$ cat config.mk
export PLATFORM = sky130hd
export DESIGN_NAME = sine_tone_sequencer
export DESIGN_NICKNAME = d
export VERILOG_FILES = /design/src/rtl/sine_tone_sequencer.sv
export SDC_FILE = /design/constraint.sdc
export NUM_CORES = 1
export LEC_CHECK = 0
export ABC_CLOCK_PERIOD_IN_PS = 6200
export CELL_PAD_IN_SITES_DETAIL_PLACEMENT = 1
export CELL_PAD_IN_SITES_GLOBAL_PLACEMENT = 1
export CORE_UTILIZATION = 52
export CTS_CLUSTER_SIZE = 8
export DETAILED_ROUTE_END_ITERATION = 10
export GPL_ROUTABILITY_DRIVEN = 0
export PLACE_DENSITY = 0.78
export SKIP_CTS_REPAIR_TIMING = 1
export SLEW_MARGIN = 20
export SYNTH_ARGS = -nofsm -noshare
export SYNTH_HDL_FRONTEND = slang
export SYNTH_SLANG_ARGS = --single-unit
export TNS_END_PERCENT = 5
$ cat constraint.sdc
create_clock -name clk -period 6.2 [get_ports clk]
set_input_delay 1.24 -clock clk [delete_from_list [all_inputs] [get_ports clk]]
set_output_delay 1.24 -clock clk [all_outputs]
set_load 0.01 [all_outputs]
$ cat src/rtl/sine_tone_sequencer.sv
// sine_tone_sequencer: plays a programmable table of tone steps, each a
// sample-rate divider plus a duration in 64-sample periods. For each sample
// it emits a one-clock strobe, the 6-bit phase index and the quarter-wave
// ROM address with mirror/negate controls.
//
// Optional feature macro: SINE_SEQ_AMP_EN. When it is defined, each entry
// also stores an 8-bit amplitude (cfg_amp), which is presented on amp
// during LOAD/RUN.
//
// Ports:
//   clk, reset_n                  clock, asynchronous active-low reset
//   cfg_we/cfg_addr/cfg_div/cfg_dur  table write port (IDLE only)
//   cfg_amp                       entry amplitude (SINE_SEQ_AMP_EN only)
//   start, stop, loop             sequence control
//   busy, done, step_idx          sequence status
//   sample_tick, phase            sample strobe and index 0..63
//   rom_addr, rom_mirror, rom_negate  quarter-wave ROM controls
//   amp                           step amplitude (SINE_SEQ_AMP_EN only)
module sine_tone_sequencer #(
    parameter int unsigned STEPS = 8,
    parameter int unsigned DIV_W = 24,
    parameter int unsigned DUR_W = 16,
    parameter int unsigned AW    = 3
) (
    input  logic             clk,
    input  logic             reset_n,
    input  logic             cfg_we,
    input  logic [AW-1:0]    cfg_addr,
    input  logic [DIV_W-1:0] cfg_div,
    input  logic [DUR_W-1:0] cfg_dur,
`ifdef SINE_SEQ_AMP_EN
    input  logic [7:0]       cfg_amp,
    output logic [7:0]       amp,
`endif
    input  logic             start,
    input  logic             stop,
    input  logic             loop,
    output logic             busy,
    output logic             done,
    output logic [AW-1:0]    step_idx,
    output logic             sample_tick,
    output logic [5:0]       phase,
    output logic [3:0]       rom_addr,
    output logic             rom_mirror,
    output logic             rom_negate
);

    localparam logic [1:0] S_IDLE = 2'd0;
    localparam logic [1:0] S_LOAD = 2'd1;
    localparam logic [1:0] S_RUN  = 2'd2;
    localparam logic [1:0] S_DONE = 2'd3;

    logic [DIV_W-1:0] tbl_div [STEPS];
    logic [DUR_W-1:0] tbl_dur [STEPS];

    logic [1:0]       state_q, state_d;
    logic [AW-1:0]    step_d, step_nx;
    logic [DIV_W-1:0] work_div_q, work_div_d, div_cnt_q, div_cnt_d;
    logic [DUR_W-1:0] work_dur_q, work_dur_d, per_cnt_q, per_cnt_d;
    logic [5:0]       phase_d;
    logic             busy_d, done_d, tick_d, last_step;
`ifdef SINE_SEQ_AMP_EN
    logic [7:0]       tbl_amp [STEPS];
    logic [7:0]       amp_d;
`endif

    // Step table; only writable while idle so a running sequence is stable.
    always_ff @(posedge clk or negedge reset_n) begin
        if (!reset_n) begin
            for (int i = 0; i < STEPS; i++) begin
                tbl_div[i] <= '0;
                tbl_dur[i] <= '0;
`ifdef SINE_SEQ_AMP_EN
                tbl_amp[i] <= '0;
`endif
            end
        end else if (cfg_we && state_q == S_IDLE) begin
            tbl_div[cfg_addr] <= cfg_div;
            tbl_dur[cfg_addr] <= cfg_dur;
`ifdef SINE_SEQ_AMP_EN
            tbl_amp[cfg_addr] <= cfg_amp;
`endif
        end
    end

    // Next-state and next-output logic; every output is registered below.
    always_comb begin
        state_d    = state_q;
        step_d     = step_idx;
        phase_d    = phase;
        div_cnt_d  = div_cnt_q;
        per_cnt_d  = per_cnt_q;
        work_div_d = work_div_q;
        work_dur_d = work_dur_q;
        step_nx    = step_idx + AW'(1);
        // Sequence ends at the table end or at a zero-duration marker.
        last_step  = (step_idx == AW'(STEPS - 1)) || (tbl_dur[step_nx] == '0);

        case (state_q)
            S_IDLE: begin
                if (start && !stop) begin
                    state_d = S_LOAD;
                    step_d  = '0;
                end
            end
            S_LOAD: begin
                work_div_d = tbl_div[step_idx];
                work_dur_d = tbl_dur[step_idx];
                div_cnt_d  = '0;
                per_cnt_d  = '0;
                phase_d    = '0;
                if (tbl_dur[step_idx] == '0) begin
                    // A marker at entry 0 would loop forever; treat as end.
                    if (step_idx == '0 || !loop) begin
                        state_d = S_DONE;
                    end else begin
                        step_d = '0;
                    end
                end else begin
                    state_d = S_RUN;
                end
            end
            S_RUN: begin
                if (div_cnt_q == work_div_q) begin
                    div_cnt_d = '0;
                    phase_d   = phase + 6'd1;
                    if (phase == 6'd63) begin
                        per_cnt_d = per_cnt_q + DUR_W'(1);
                        if (per_cnt_d == work_dur_q) begin
                            if (!last_step) begin
                                state_d = S_LOAD;
                                step_d  = step_nx;
                            end else if (loop) begin
                                state_d = S_LOAD;
                                step_d  = '0;
                            end else begin
                                state_d = S_DONE;
                            end
                        end
                    end
                end else begin
                    div_cnt_d = div_cnt_q + DIV_W'(1);
                end
            end
            S_DONE: begin
                state_d = S_IDLE;
            end
            default: begin
                state_d = S_IDLE;
            end
        endcase

        // Abort: back to idle with the sample path quiet and no done pulse.
        if (stop && state_q != S_IDLE) begin
            state_d   = S_IDLE;
            phase_d   = '0;
            div_cnt_d = '0;
        end

        busy_d = (state_d == S_LOAD) || (state_d == S_RUN);
        done_d = (state_d == S_DONE);
        tick_d = (state_d == S_RUN) && (div_cnt_d == work_div_d);

`ifdef SINE_SEQ_AMP_EN
        amp_d = '0;
        if (state_d == S_RUN) begin
            amp_d = (state_q == S_LOAD) ? tbl_amp[step_idx] : amp;
        end else if (state_d == S_LOAD && state_q != S_IDLE) begin
            amp_d = amp;
        end
`endif
    end

    // State, counters and registered outputs.
    always_ff @(posedge clk or negedge reset_n) begin
        if (!reset_n) begin
            state_q     <= S_IDLE;
            step_idx    <= '0;
            phase       <= '0;
            div_cnt_q   <= '0;
            per_cnt_q   <= '0;
            work_div_q  <= '0;
            work_dur_q  <= '0;
            busy        <= 1'b0;
            done        <= 1'b0;
            sample_tick <= 1'b0;
            rom_addr    <= '0;
            rom_mirror  <= 1'b0;
            rom_negate  <= 1'b0;
`ifdef SINE_SEQ_AMP_EN
            amp         <= '0;
`endif
        end else begin
            state_q     <= state_d;
            step_idx    <= step_d;
            phase       <= phase_d;
            div_cnt_q   <= div_cnt_d;
            per_cnt_q   <= per_cnt_d;
            work_div_q  <= work_div_d;
            work_dur_q  <= work_dur_d;
            busy        <= busy_d;
            done        <= done_d;
            sample_tick <= tick_d;
            // Second and fourth quadrants read the quarter-wave backwards.
            rom_addr    <= phase_d[4] ? ~phase_d[3:0] : phase_d[3:0];
            rom_mirror  <= phase_d[4];
            rom_negate  <= phase_d[5];
`ifdef SINE_SEQ_AMP_EN
            amp         <= amp_d;
`endif
        end
    end

endmodule

==> results of run 1 <==
[logic make-up after synthesis]
logic type	synth area share (%)
xor gates and xnor gates	4.67
buffers and inverters	2.20
DFF	51.7
and+or+nand+nor	8.23
AOI/OAI and AO/OA	3.73
adders and majority gates	0.742
muxes	28.7
[cell type report]
class / count / area (µm²) / share of cell area (%)
Sequential cell: 418 / 10500 / 45.6
Multi-Input combinational cell: 1000 / 9380 / 40.9
Clock buffer: 61 / 1460 / 6.38
Timing Repair Buffer: 86 / 861 / 3.75
Tap cell: 511 / 639 / 2.79
Clock inverter: 3 / 67.6 / 0.295
Inverter: 12 / 45.0 / 0.196
Antenna cell: 3 / 7.51 / 0.0327
[per-layer routing]
layer,GRT usage (%),up-vias
met5,0,-
met4,8.01,0
met3,4.46,87
met2,46.0,339
met1,43.1,7092
li1,-,5677
[sequential cells by signal, indices dropped and copies added (netlist names)]
register and count:
state_q 2, sample_tick 1, per_cnt_q 16, done 1
tbl_dur 128, div_cnt_q 24, tbl_div 192, rom_addr 4
phase 6, work_dur_q 16, step_idx 3, busy 1
work_div_q 24
[power by group]
group          internal, mW  switching [mW]  total (mW)
Combinational          1.65            1.58        3.23
Sequential             3.95           0.887        4.84
Clock                  1.64            1.13        2.78
[per-stage QoR]
step	instance area [µm²]	std cells	hold WS, ns	worst slack, ns	util, %
2_1_floorplan	20200	1522	0.475	1.80	-
3_3_place_gp	21400	2026	0.482	1.87	56.2
3_5_place_dp	21400	2026	0.491	1.69	56.2
4_1_cts	22900	2090	0.504	1.53	60.2
5_1_grt	22900	2092	0.518	1.08	60.3
6_report	22900	2094	0.503	1.55	60.3
[cells in the final DEF, fill, tap and decap left out, types with 11 or more instances in the layout]
cell and count:
dfrtp_1 415, mux2_2 325, nor2_1 101, xor2_1 78, mux4_2 71, clkdlybuf4s50_1 65
nand2_1 58, clkbuf_16 58, a21oi_1 39, nor4_1 37, nand3_1 33, mux2i_1 32
xnor2_1 30, nor3_1 21, nand4_1 20, a22o_1 18, buf_4 17, a31oi_1 16
inv_1 12, ha_1 11
[final timing paths]
kind | to | slack [ns] | cells after the start
worst min-delay path | tbl_div[136] | 0.50 | 1
worst max register to register | sample_tick | 1.55 | 14
worst max-delay path | sample_tick | 1.55 | 14
min in group asynchronous | div_cnt_q[17] | 0.74 | 1
max in group asynchronous | tbl_div[160] | 4.06 | 2
worst min register to register | tbl_div[136] | 0.50 | 1
==> impl_metrics.toml, run 1 <==
[setup_path]
start_kind = "register"
path_cells = "inv_1 -> ha_1 -> or4_1 -> nor4_1 -> nor4_1 -> a21oi_1 -> o21bai_1 -> nor2_1 -> nand2_1 -> nand3_1 -> ha_1 -> nand4_1 -> or4_1 -> nor4_1"
crit_arrival_ns = 5.12
critPathTopFamily = "simple AND/OR/NAND/NOR gates"
endpoint_kind = "register"
cp_common_cell = "nor4_1"
startpoint = "step_idx[1]"
slowest_delay_ns = 0.94
critPathBufInv = 1
slowest_stage = "dfrtp_2"
cp_max_fo = 28
rr_startpoint = "step_idx[1]"
path_class = "register to register"
crit_required_ns = 6.68

[synthesis]
yosysUniqueCellTypes = 63
yosysMostFrequentCell = "dfrtp_1"
yosys_warnings = 0
syn-instance-count = 1522
avgSynthCellArea_um2 = 13.3
synth.largest_area_cell = "dfrtp_1"
syn_nets = 1583
synth-edff-count = 0
async_flop_share_pct = 100
synth_area_leaders = "dfrtp_1 (52%), mux2_2 (18%), mux4_2 (7.9%)"
synthFlopType = "dfrtp_1"
ys_seq_elements = 418
synth.top_cell.area_share_pct = 51.7
synthTopCellsByCount = "dfrtp_1 (418), mux2_2 (325), nor2_1 (108), xor2_1 (78), mux4_2 (71)"
netlist_area_mm2 = 0.0202
ys_seq_area_share_pct = 51.7

[routing]
wl_met3_um = 2750
drt_first_pass_iters = 6
drc = 0
met1_length_um = 25300
routed_wl_um = 55200
wl_met2_um = 26100
postRouteAntennaNets = 0
dr.max_layer_used = "met4"
drtIter0Drc = 861
via_per_inst = 6.30
vias = 13200
wl_per_cell_um = 26.4

[clock_network]
clock_path_buffers = 3
cts.sinks = 418
cts_tree = "done"
clk_latency_ns = 0.62
clk_pin_slew_ns = 0.05
htree_levels = 2
numCtsBuffers = 58
root_buffer = "clkbuf_16"

[global_routing]
grtUsageTotal_pct = 29.5
antenna_found_initial = 3
grt_overflow = 0
grt_pass1_wl_um = 87900
grt_max_degree = 142
grt_pass1_vias = 14400

[floorplan]
std_cell_rows = 71
boundaryPins = 67
die-height_um = 199
die_area_mm2 = 0.0397
die_w_um = 199
start_util_pct = 53.2
coreArea_mm2 = 0.0380

[placement]
dp_hpwl_um = 34700
portBuffers = 66

[sta]
fin_setup_tns_ns = 0
rsz0062_at_grt = "false"
slew_headroom_pct = 30.5
drv_slew = 0
finalCriticalPeriod_ns = 4.65
fmax_mhz = 215
hold_viol = 0
finalSetupViolations = 0
skew_ns = 0.0314
worst_pin_slew_ns = 1.03
finalCritPeriodShare_pct = 75.0

[finish]
drive_above_1_share_pct = 31.6
layout.nets = 1637
area_growth_pct = 13.3
final.fill_count = 3686

[power]
power_density_mw_per_mm2 = 473
total_power_mw = 10.8
p_leak_nw = 9.38
ir_worst_vdd_v = 0.000232

[job]
maxCapViolCount = 0

[hold_path]
hp-start = "tbl_div[136]"
hold_path_class = "register to register"

[outcome]
status = "completed"
Note: power is estimated with default switching activity, not from simulation.
==> run 2, diff against run 1 <==
ABC_CLOCK_PERIOD_IN_PS = 4050   (was 6200)
CORE_UTILIZATION = 47   (was 52)
PLACE_DENSITY = 0.74   (was 0.78)
clock period = 4.05 ns   (was 6.2 ns; I/O delays follow)
==> run 2 against run 1 <==
Net effect:
- register-to-register slack got worse by 1.3 ns
- highest routed layer is now met5
- sequential power grew 53%
- critical endpoint unchanged
- routed wire length grew 0.64%
==> impl_metrics.toml, run 2 (synthesis results as in run 1) <==
[outcome]
status = "completed"

[power]
p_leak_nw = 9.59
ir_worst_vdd_v = 0.000403
total_power_mw = 16.7
power_density_mw_per_mm2 = 716

[clock_network]
numCtsBuffers = 58
clock_path_buffers = 3
cts_tree = "done"
root_buffer = "clkbuf_16"
clk_latency_ns = 0.61
htree_levels = 2
cts.sinks = 418
clk_pin_slew_ns = 0.05

[finish]
drive_above_1_share_pct = 33.6
final_cell_mix = "dfrtp_1 (415), mux2_2 (325), nor2_1 (101)"
layout_commonest_cell = "dfrtp_1"
layout.nets = 1670
reg_top3 = "tbl_div (192), tbl_dur (128)"
final.fill_count = 4119
top_register = "tbl_div"
largest_reg_flops = 192
utilization_pct = 55.4
area_growth_pct = 15.5

[sta]
setup_ws_ns = 0.249
finalCriticalPeriod_ns = 3.80
skew_ns = 0.0163
fin_hold_ws_ns = 0.153
worst_pin_slew_ns = 0.770
rsz0062_at_grt = "false"
hold_viol = 0
drv_slew = 0
finalCritPeriodShare_pct = 93.8
finalSetupViolations = 0
slew_headroom_pct = 48.6
fmax_mhz = 263

[routing]
drc = 0
drt_first_pass_iters = 4
drtIter0Drc = 825
via_per_inst = 6.10
postRouteAntennaNets = 0
routed_wl_um = 55600
vias = 13100
wl_per_cell_um = 25.8

[global_routing]
antenna_found_initial = 4
grtUsageTotal_pct = 26.4
grt.met1_usage_pct = 37.4
grt_max_degree = 109
met3_usage_pct = 5.28
grt_overflow = 0
busiest_layer = "met2"
grt_pass1_wl_um = 87900
grt_util_met2_pct = 41.2
grt_pass1_vias = 14400

[setup_path]
crit_required_ns = 4.54
rr_endpoint = "sample_tick"
start_kind = "register"
reg2reg_depth = 14
endpoint_kind = "register"
path_class = "register to register"
rr_startpoint = "step_idx[0]"
crit_arrival_ns = 4.30
cp_max_fo = 6
r2r_setup_slack_ns = 0.25

[job]
maxCapViolCount = 0

[floorplan]
boundaryPins = 67
die_area_mm2 = 0.0439
die-height_um = 210
die_w_um = 210
start_util_pct = 47.9
coreArea_mm2 = 0.0422
std_cell_rows = 75

[placement]
dp_slack_ns = 0.113
portBuffers = 66
dp_hpwl_um = 36400

[hold_path]
hold_path_class = "primary input to asynchronous set/reset pin"
[run 2: cell type report]
| class | count | area, µm² | area share [%] |
|---|---|---|---|
| Antenna cell | 3 | 7.51 | 0.0321 |
| Clock buffer | 62 | 1490 | 6.36 |
| Clock inverter | 3 | 62.6 | 0.268 |
| Inverter | 12 | 48.8 | 0.209 |
| Multi-Input combinational cell | 1000 | 9430 | 40.3 |
| Sequential cell | 418 | 10500 | 44.8 |
| Tap cell | 539 | 674 | 2.88 |
| Timing Repair Buffer | 119 | 1200 | 5.13 |
[run 2: routing by layer]
metal	up-vias	part of all wire [%]
met1	6987	45
met5	-	0.054
met4	2	2.3
met3	95	5.2
met2	305	47
li1	5757	-
[run 2: worst max path at each step]
stage                            start          end  slack, ns  depth (start not counted)
final                      step_idx[0]  sample_tick       0.25                         14
after global routing      per_cnt_q[2]  sample_tick       0.07                         14
after CTS                  step_idx[0]  sample_tick      -0.04                         14
after detailed placement   step_idx[0]  sample_tick       0.11                         14
after global placement     step_idx[0]  sample_tick       0.29                         14
after floorplan            step_idx[0]  sample_tick      0.007                         19
[run 2: power by group]
| group | total (mW) | internal (mW) | switching (mW) |
|---|---|---|---|
| clock network | 4.32 | 2.61 | 1.72 |
| logic | 4.99 | 2.62 | 2.37 |
| registers | 7.42 | 6.04 | 1.38 |
[run 2: per-stage QoR]
stage	TNS, ns	instances	area, µm²
after floorplan	0	1522	20300
after global placement	0	2084	21700
after detailed placement	0	2084	21700
after CTS	-0.0352	2149	23300
after global routing	0	2154	23400
final	0	2156	23400
[run 2: worst max-delay path, stage by stage, from the launching register on]
cell and delay, ns:
dfrtp_4 0.47, clkinvlp_4 0.16, ha_2 0.36, or4_1 0.55
nor4_2 0.30, nor4_1 0.12, a21oi_2 0.20, o21bai_1 0.12
nor2_1 0.11, nand2_1 0.06, nand3_1 0.15, ha_1 0.20
nand4_1 0.08, or4_1 0.52, nor4_2 0.29
==> patch (settings of run 2) <==
Put one more register stage on the output `phase`, cleared by the reset. The value now appears one clock later. The other outputs are not delayed to match.
--- a/src/rtl/sine_tone_sequencer.sv
+++ b/src/rtl/sine_tone_sequencer.sv
@@ -50,6 +50,8 @@
     localparam logic [1:0] S_RUN  = 2'd2;
     localparam logic [1:0] S_DONE = 2'd3;
 
+    logic [5:0] phase_s0;
+
     logic [DIV_W-1:0] tbl_div [STEPS];
     logic [DUR_W-1:0] tbl_dur [STEPS];
 
@@ -87,7 +89,7 @@
     always_comb begin
         state_d    = state_q;
         step_d     = step_idx;
-        phase_d    = phase;
+        phase_d    = phase_s0;
         div_cnt_d  = div_cnt_q;
         per_cnt_d  = per_cnt_q;
         work_div_d = work_div_q;
@@ -123,8 +125,8 @@
             S_RUN: begin
                 if (div_cnt_q == work_div_q) begin
                     div_cnt_d = '0;
-                    phase_d   = phase + 6'd1;
-                    if (phase == 6'd63) begin
+                    phase_d   = phase_s0 + 6'd1;
+                    if (phase_s0 == 6'd63) begin
                         per_cnt_d = per_cnt_q + DUR_W'(1);
                         if (per_cnt_d == work_dur_q) begin
                             if (!last_step) begin
@@ -176,7 +178,7 @@
         if (!reset_n) begin
             state_q     <= S_IDLE;
             step_idx    <= '0;
-            phase       <= '0;
+            phase_s0    <= '0;
             div_cnt_q   <= '0;
             per_cnt_q   <= '0;
             work_div_q  <= '0;
@@ -193,7 +195,7 @@
         end else begin
             state_q     <= state_d;
             step_idx    <= step_d;
-            phase       <= phase_d;
+            phase_s0    <= phase_d;
             div_cnt_q   <= div_cnt_d;
             per_cnt_q   <= per_cnt_d;
             work_div_q  <= work_div_d;
@@ -211,5 +213,13 @@
         end
     end
 
+    always_ff @(posedge clk or negedge reset_n) begin
+        if (!reset_n) begin
+            phase <= '0;
+        end else begin
+            phase <= phase_s0;
+        end
+    end
+
 endmodule
 
Formal check against the unedited RTL: not equivalent (Yosys sat finds a counterexample within 4 cycles, from zero or initial values and one cycle with reset_n low).
==> patch against run 2 <==
Die area up 1.7%; sequential power up 1%; design area up 1.4%; synthesized area up 1.7%; sequential cell count up 6; via count up 4.1%; critical path depth down 1; worst setup slack better by 0.038 ns; power up 7.7%; non-clock buffer count up 3; routed wire length up 2.7%; clock skew down 0.0011 ns; largest power group unchanged; highest routed layer is now met4.
==> patch: results (changes against run 2) <==
metric	value	unit	change
status	finished, final reports clean		
hpwl dp	37.5	mm	+3.1%
leakage	9.72	nW	+1.3%
nets	1738		+4.1%
register area share after synthesis	51.5	%	-0.15 points
top post-synthesis cells by area	dfrtp_1 (52%), mux2_2 (18%), mux4_2 (8.3%), xor2_1 (2.1%), nor2_1 (2.0%)		
Worst Path Arrival	4.27	ns	-0.03 ns
met2 GRT Util	41.5	%	+0.27 points
Avg Cell Area, Syn	13.0	sq um	-2.4%
metal1 wirelength	26.5	mm	+5.2%
uppermost layer routed	met4		
Synth Area in Adders	0.729	%	-0.013 points
Post-DP Area	22100	sq um	+1.6%
xor/xnor share of the synthesized area	3.96	%	-0.72 points
Worst R2R Start	per_cnt_q[0]		
total global-route track usage	26.8	%	+0.43 points
Hold WS	0.237	ns	+0.0839 ns
met3 GRT Util	5.19	%	-0.090 points
worst-case vdd ir drop	364	uV	-9.5%
met1 usage	38.9	%	+1.4 points
1st-iter DRT viols	853		+3.4%
DR WL met2	26.7	mm	+1.9%
pin count of the biggest net entering global routing	93		-15%
first-pass GRT wire length	90.8	mm	+3.3%
CTS Buf Count	59		+1.7%
dpl ws	0.174	ns	+0.0606 ns
Largest delay share family, worst path	compound AO/OA/AOI/OAI gates		
## patch: cell types whose count changed after synthesis, sizes merged, moves of 7 or more
cell	before	now
a21oi	39	20
a22o	18	0
a31oi	16	32
inv	12	24
mux2i	32	15
nand2	58	93
nor4	39	46
o21ai	9	34
xnor2	30	43
xor2	78	50
## patch: area by class of cell
| class | count | area, sq um |
|---|---|---|
| fillers | 4288 | 19500 |
| flip-flops and latches | 424 | 10600 |
| multi-input cells | 1046 | 9520 |
| clock buffers | 63 | 1490 |
| repair buffers | 122 | 1170 |
| well taps | 585 | 732 |
| inverters | 24 | 90.1 |
| clock inverters | 4 | 61.3 |
| diodes | 4 | 10.0 |
## patch: where the power goes
group	switching (mW)	internal [mW]	total, mW
registers	1.40	6.11	7.51
clock network	1.77	2.56	4.34
logic	3.00	3.18	6.18
total	6.18	11.8	18.0
